`src/rtl/fifo_stream_reader.sv`:
```
// Read-side adapter: pops a shift_in/shift_out FIFO and re-presents the words as a framed valid/ready stream.
// Optional statistics counters are enabled by defining FIFO_STREAM_READER_STATS_EN.
module fifo_stream_reader #(
  parameter int unsigned DATA_WIDTH   = 32,
  parameter int unsigned READ_LATENCY = 1,
  parameter int unsigned BURST_LEN    = 8
) (
  input  logic                  clk,
  input  logic                  rst_n,
  input  logic                  enable,
  input  logic [DATA_WIDTH-1:0] fifo_dout,
  input  logic                  fifo_empty,
  output logic                  fifo_shift_out,
  output logic [DATA_WIDTH-1:0] m_data,
  output logic                  m_valid,
  input  logic                  m_ready,
  output logic                  m_last,
  output logic                  busy
`ifdef FIFO_STREAM_READER_STATS_EN
  ,
  output logic [31:0]           stat_beats,
  output logic [31:0]           stat_stalls
`endif
);

  localparam int unsigned BUF_DEPTH = READ_LATENCY + 2;
  localparam int unsigned BEAT_W    = (BURST_LEN > 1) ? $clog2(BURST_LEN) : 1;
  localparam logic [BEAT_W-1:0] BEAT_MAX = BEAT_W'(BURST_LEN - 1);
  localparam logic [1:0]        PTR_MAX  = 2'(BUF_DEPTH - 1);
  localparam logic [2:0]        DEPTH3   = 3'(BUF_DEPTH);

  logic [DATA_WIDTH-1:0] mem_q [4];
  logic [1:0]            wr_ptr_q, wr_ptr_d;
  logic [1:0]            rd_ptr_q, rd_ptr_d;
  logic [1:0]            occ_q, occ_d;
  logic                  infl_q, infl_d;
  logic [BEAT_W-1:0]     beat_q, beat_d;
  logic                  pop, capture, retire;

  always_comb begin
    // rst_n gates the pop so the FIFO is never shifted while this block is held in reset
    pop = rst_n && enable && !fifo_empty
          && (({1'b0, occ_q} + {2'b00, infl_q}) < DEPTH3);
    if (READ_LATENCY == 0) begin
      capture = pop;
    end else begin
      capture = infl_q;
    end
    infl_d  = (READ_LATENCY == 1) && pop;
    m_valid = (occ_q != 2'd0);
    retire  = m_valid && m_ready;

    occ_d = occ_q;
    if (capture && !retire) begin
      occ_d = occ_q + 2'd1;
    end else if (!capture && retire) begin
      occ_d = occ_q - 2'd1;
    end

    wr_ptr_d = wr_ptr_q;
    if (capture) begin
      wr_ptr_d = (wr_ptr_q == PTR_MAX) ? 2'd0 : wr_ptr_q + 2'd1;
    end
    rd_ptr_d = rd_ptr_q;
    if (retire) begin
      rd_ptr_d = (rd_ptr_q == PTR_MAX) ? 2'd0 : rd_ptr_q + 2'd1;
    end

    beat_d = beat_q;
    if (retire) begin
      beat_d = (beat_q == BEAT_MAX) ? '0 : beat_q + 1'b1;
    end

    fifo_shift_out = pop;
    m_data         = mem_q[rd_ptr_q];
    m_last         = m_valid && (beat_q == BEAT_MAX);
    busy           = m_valid || infl_q;
  end

  always_ff @(posedge clk or negedge rst_n) begin
    if (!rst_n) begin
      for (int unsigned i = 0; i < 4; i++) begin
        mem_q[i] <= '0;
      end
      wr_ptr_q <= '0;
      rd_ptr_q <= '0;
      occ_q    <= '0;
      infl_q   <= 1'b0;
      beat_q   <= '0;
    end else begin
      if (capture) begin
        mem_q[wr_ptr_q] <= fifo_dout;
      end
      wr_ptr_q <= wr_ptr_d;
      rd_ptr_q <= rd_ptr_d;
      occ_q    <= occ_d;
      infl_q   <= infl_d;
      beat_q   <= beat_d;
    end
  end

`ifdef FIFO_STREAM_READER_STATS_EN
  logic [31:0] stat_beats_q, stat_stalls_q;

  always_ff @(posedge clk or negedge rst_n) begin
    if (!rst_n) begin
      stat_beats_q  <= '0;
      stat_stalls_q <= '0;
    end else begin
      if (retire) begin
        stat_beats_q <= stat_beats_q + 32'd1;
      end
      if (m_valid && !m_ready && (stat_stalls_q != '1)) begin
        stat_stalls_q <= stat_stalls_q + 32'd1;
      end
    end
  end

  assign stat_beats  = stat_beats_q;
  assign stat_stalls = stat_stalls_q;
`endif

endmodule

```
`config.mk`:
```
export PLATFORM = sky130hd
export DESIGN_NAME = fifo_stream_reader
export DESIGN_NICKNAME = d
export VERILOG_FILES = /design/src/rtl/fifo_stream_reader.sv
export SDC_FILE = /design/constraint.sdc
export NUM_CORES = 1
export LEC_CHECK = 0
export BUFFER_PORTS_ARGS = -buffer_cell sky130_fd_sc_hd__buf_2
export CAP_MARGIN = 20
export CELL_PAD_IN_SITES_DETAIL_PLACEMENT = 1
export CELL_PAD_IN_SITES_GLOBAL_PLACEMENT = 2
export CORE_UTILIZATION = 32
export DETAILED_ROUTE_END_ITERATION = 10
export HOLD_SLACK_MARGIN = 0.06
export PLACE_DENSITY = 0.73
export SLEW_MARGIN = 20
export SYNTH_ARGS = -nofsm -noshare
export SYNTH_HDL_FRONTEND = slang
export SYNTH_SLANG_ARGS = --single-unit
```
`constraint.sdc`:
```
create_clock -name clk -period 1.9 [get_ports clk]
set_input_delay 0.38 -clock clk [delete_from_list [all_inputs] [get_ports clk]]
set_output_delay 0.38 -clock clk [all_outputs]
set_load 0.03 [all_outputs]
```
# Word level (Yosys, flattened, before mapping)
# Cells that the tools add are included.
[classes] add_sub_neg=6 n_lt_le_gt_ge=4 n_eq_ne=3 muxes=11 bitwise_logic=2 reduce_logical=14
[ops] op="128-bit bitwise mux" count=1
[ops] op="32-bit 2-to-1 mux" count=3
[ops] op="32-bit binary-select mux with 2-bit select" count=1
[ops] op="32-bit demux with 2-bit select" count=1
[ops] op="1-bit logical AND" count=8
[ops] op="2-bit 2-to-1 mux" count=4
[ops] op="2-bit by 1-bit adder with 2-bit output, second input constant" count=3
[ops] op="3-bit greater-or-equal comparator, second input constant" count=2
[ops] op="2-bit NOT with 3-bit output" count=2
[ops] op="2-bit == test, second input constant" count=2
[ops] op="2-bit nonzero test" count=2
[ops] op="2-bit by 1-bit adder with 3-bit output" count=1
[ops] op="3-bit by 1-bit adder with 3-bit output, second input constant" count=1
[ops] op="3-bit == test, second input constant" count=1
[ops] op="1-bit zero test" count=3
[ops] op="3-bit by 1-bit less-than comparator with 1-bit output, second input constant" count=1
[ops] op="3-bit by 2-bit less-than comparator with 1-bit output, second input constant" count=1
[ops] op="3-bit 2-to-1 mux" count=1
[ops] op="2-bit by 1-bit subtractor with 2-bit output, second input constant" count=1
[ops] op="1-bit logical OR" count=1
[word_totals] regBits=138 out_inout_bits=36 elab_cells=49

# Longest topological paths before layout
[depth] ltp_word=6 depth_mapped=5

# Worst setup path before layout
# Ideal clock, no wire load.
[synth_timing] kind="reg2out" start="reg occ_q[0]" end="out fifo_shift_out" arrival_ns=2.564 required_time_ns=1.520 setup_slack_ns=-1.044 stages_incl_launch_ff=4 path_cell_list="dfrtp_1 > ha_1 > ha_1 > a2111oi_0"
[synth_via] elab_chain_cells=3
[synth_rtl] element="start: declaration" line="35" source="logic [1:0] occ_q, occ_d;"
[synth_rtl] element="start signal: assignment" line="87" source="occ_q <= '0;"
[synth_rtl] element="start signal: assignment" line="96" source="occ_q <= occ_d;"
[synth_rtl] element="2-bit by 1-bit adder with 3-bit output" line="43" source="&& (({1'b0, occ_q} + {2'b00, infl_q}) < DEPTH3);"
[synth_rtl] element="3-bit by 2-bit less-than comparator with 1-bit output" line="43"
[synth_rtl] element="1-bit logical AND" line="43"
[synth_rtl] element="end: declaration" line="13" source="output logic fifo_shift_out,"
# No other way between the ends.

# Final worst setup path
[layout_timing] start="reg rd_ptr_q[0]" end="out m_data[13]"
[layout_via] elab_chain_cells=4
[layout_rtl] element="start: declaration" line="34" source="logic [1:0] rd_ptr_q, rd_ptr_d;"
[layout_rtl] element="start signal: assignment" line="95" source="rd_ptr_q <= rd_ptr_d;"
[layout_rtl] element="2-bit NOT with 3-bit output (not written as such)" line="75" source="m_data = mem_q[rd_ptr_q];"
[layout_rtl] element="32-bit binary-select mux with 2-bit select" line="75"
[layout_rtl] element="32-bit 2-to-1 mux (not written as such) (2 in series)" line="75"
[layout_rtl] element="end: declaration" line="14" source="output logic [DATA_WIDTH-1:0] m_data,"
# No other way between the ends. The select of a mux whose other input is x is not followed.

==> out/qor.yml <==
yosysMostFrequentCell: "dfrtp_1"
hold_path_class: "input pin to asynchronous set/reset pin"
grt_pass1_vias: 4067
total_power_mw: 16.2
worst_ep_arrival_time_ps: 1810
fp.dieArea_um2: 19600
final_nets: 490
portBuffers: 72
num_antenna_cells: 0
synthDistinctLibCells: 24
synth_nets: 393
antenna_found_initial: 0
start_util: 0.326
violations: "negative setup slack"
final_area_um2: 7920
clk_path_buf_depth: 2
vias: 3441
synth_cells: 351
crit_fanout: 5
fin_crit_ps: 2190
power_density_nw_per_um2: 2050
drive_gt1_frac: 0.668
dpl.hpwl_um: 8480
grt_pass1_wl_um: 22900
cts_tree: "yes"
yosysWarnings: 0
drt_drc_violations_left: 0
h-tree-depth: 4
fmax_mhz: 456
drtIter0Drc: 96
cts_buffers: 17
drt-total-wl_um: 13800
synth_top_cell_area_share: 0.567
fp-row-count: 50
max-cap-violations: 0
ys_top_cells_by_count: "dfrtp_1 (138), mux2_2 (100), mux4_2 (32), mux2_4 (30), buf_2 (14)"
setup_slack_ps: -291
clkTransAtPathRegs_ps: 60
hold_violations: 0
relSlewSlack: 0.493
finalSetupViolCount: 33
end_kind: "primary output"
grtUsageTotal: 0.155
nFillCells: 1812
area_delta_synth_final_pct: 30.0
finalClockSkew_ps: 7.96
synth_top_cell_by_area: "dfrtp_1"
clkLatencyLatePin_ps: 410
io_pins: 73
start_kind: "flip-flop"
synth_area_leaders: "dfrtp_1 (57%), mux2_2 (18%), mux4_2 (12%), mux2_4 (7.4%), buf_2 (1.2%)"
irDropWorstVdd_v: 0.000641
first_pass_iters: 4
vias_per_cell: 4.95
avgSynthCellArea_um2: 17.4
ys.flop_type: "dfrtp_1"
period_share: 1.15
wl_per_cell_um: 19.9
worstMarginPinSlew_ps: 760
slew_viol_final: 0
ant_nets: 0
cts_hold_buf: 0
placed_area_um2: 6860
place.gp.congestion: 0.663
worstSetupPathType: "flip-flop to primary output"
netlist_area_um2: 6090
p_leak_nw: 3.49
ys_ff_latch: 138
r2r_cells: 5
cts.sinks: 138
multiInputGateArea_um2: 2570
core-area_um2: 18700
required_ps: 1520
status: "finished, violations left"
rsz0062_at_grt: "true"
synth_edf_count: 0
yosysSeqAreaShare: 0.567
grt_max_degree: 139
die_x_um: 140
clock-root-buffer: "clkbuf_16"
grt_remaining_overflow: 0
async_reset_ff_frac: 1.00
dieHeight_um: 140
ff_latch_area_um2: 3460
-- registers in the layout (all words and copies together), names as in the netlist --
| register | cells |
|---|---|
| occ_q | 2 |
| beat_q | 3 |
| wr_ptr_q | 2 |
| rd_ptr_q | 2 |
| capture | 1 |
| mem_q | 128 |
-- layout make-up --
cell class,count,area share
flip-flops and latches,138,0.436
multi-input cells,190,0.325
repair buffers,99,0.119
clock buffers,20,0.0577
well taps,234,0.0370
clock inverters,12,0.0246
inverters,2,0.000948
-- worst max-delay path, cell delays in order (launching register included) --
cell	delay (ps)
dfrtp_2	400
buf_6	140
buf_12	130
mux4_2	550
buf_6	170
-- repair_timing --
action / in CTS / in global routing
resized for setup: 83 / 7
gates cloned: 3 / 0
setup endpoints to repair: 35 / 35
pin swaps: 1 / 3
buffers inserted: 6 / 3
-- cells in the final DEF, fill, tap and decap left out, types with 2 or more instances in the layout --
cell type,n
clkinv_2,4
o21ai_0,2
nor3_1,2
bufinv_16,5
buf_4,14
nand2_1,2
buf_12,6
mux2_2,100
xor2_1,2
a21o_1,3
dfrtp_2,2
ha_2,3
mux2_4,30
clkinv_4,2
inv_2,2
buf_16,3
buf_2,36
buf_6,39
mux4_2,32
nand3_2,2
clkbuf_16,17
dfrtp_1,136
clkbuf_8,2
-- power by group --
group	switching [mW]	internal (mW)
logic	3.23	4.13
clock network	1.23	2.39
registers	0.809	4.44
-- kinds of logic (layout without fill, tap and decap cells) --
kind of cell,count (synthesis),in the layout,synth area share
AO/OA/AOI/OAI,7,7,0.00760
XOR/XNOR,3,3,0.00431
adder cells (fa/ha/maj),5,5,0.0103
buffers and inverters,23,133,0.0220
flip-flops,138,138,0.567
multiplexers,162,162,0.377
AND/OR/NAND/NOR,13,13,0.0119
-- per-layer routing --
layer | GRT usage | up-vias | wire length (µm)
met5 | 0 | - | 0
met4 | 0.0573 | 0 | 198
met3 | 0.0362 | 19 | 416
met2 | 0.257 | 59 | 7020
met1 | 0.199 | 1852 | 6190
li1 | - | 1511 | -
-- per-stage QoR --
stage	cells	hold WS, ps	TNS [ps]	worst slack, ps	utilization
3_3_place_gp	654	482	0	101	0.367
4_1_cts	694	111	-9310	-325	0.422
6_report	695	112	-7940	-291	0.423
2_1_floorplan	351	84.4	0	52.7	-
5_1_grt	695	122	-10310	-353	0.423
3_5_place_dp	654	489	0	61.6	0.367
-- worst paths after layout --
kind | from | end | slack, ps
min reg2reg | mem_q[80]$_DFFE_PN0P_ | mem_q[80]$_DFFE_PN0P_ | 500
max in group asynchronous | rst_n | rd_ptr_q[0]$_DFFE_PN0P_ | 1170
min in group clk | fifo_empty | capture$_DFF_PN0_ | 140
max reg2reg | capture$_DFF_PN0_ | mem_q[46]$_DFFE_PN0P_ | 160
min | rst_n | mem_q[8]$_DFFE_PN0P_ | 110
max | rd_ptr_q[0]$_DFFE_PN0P_ | m_data[13] | -290
Note: power is estimated with default switching activity, not from simulation.
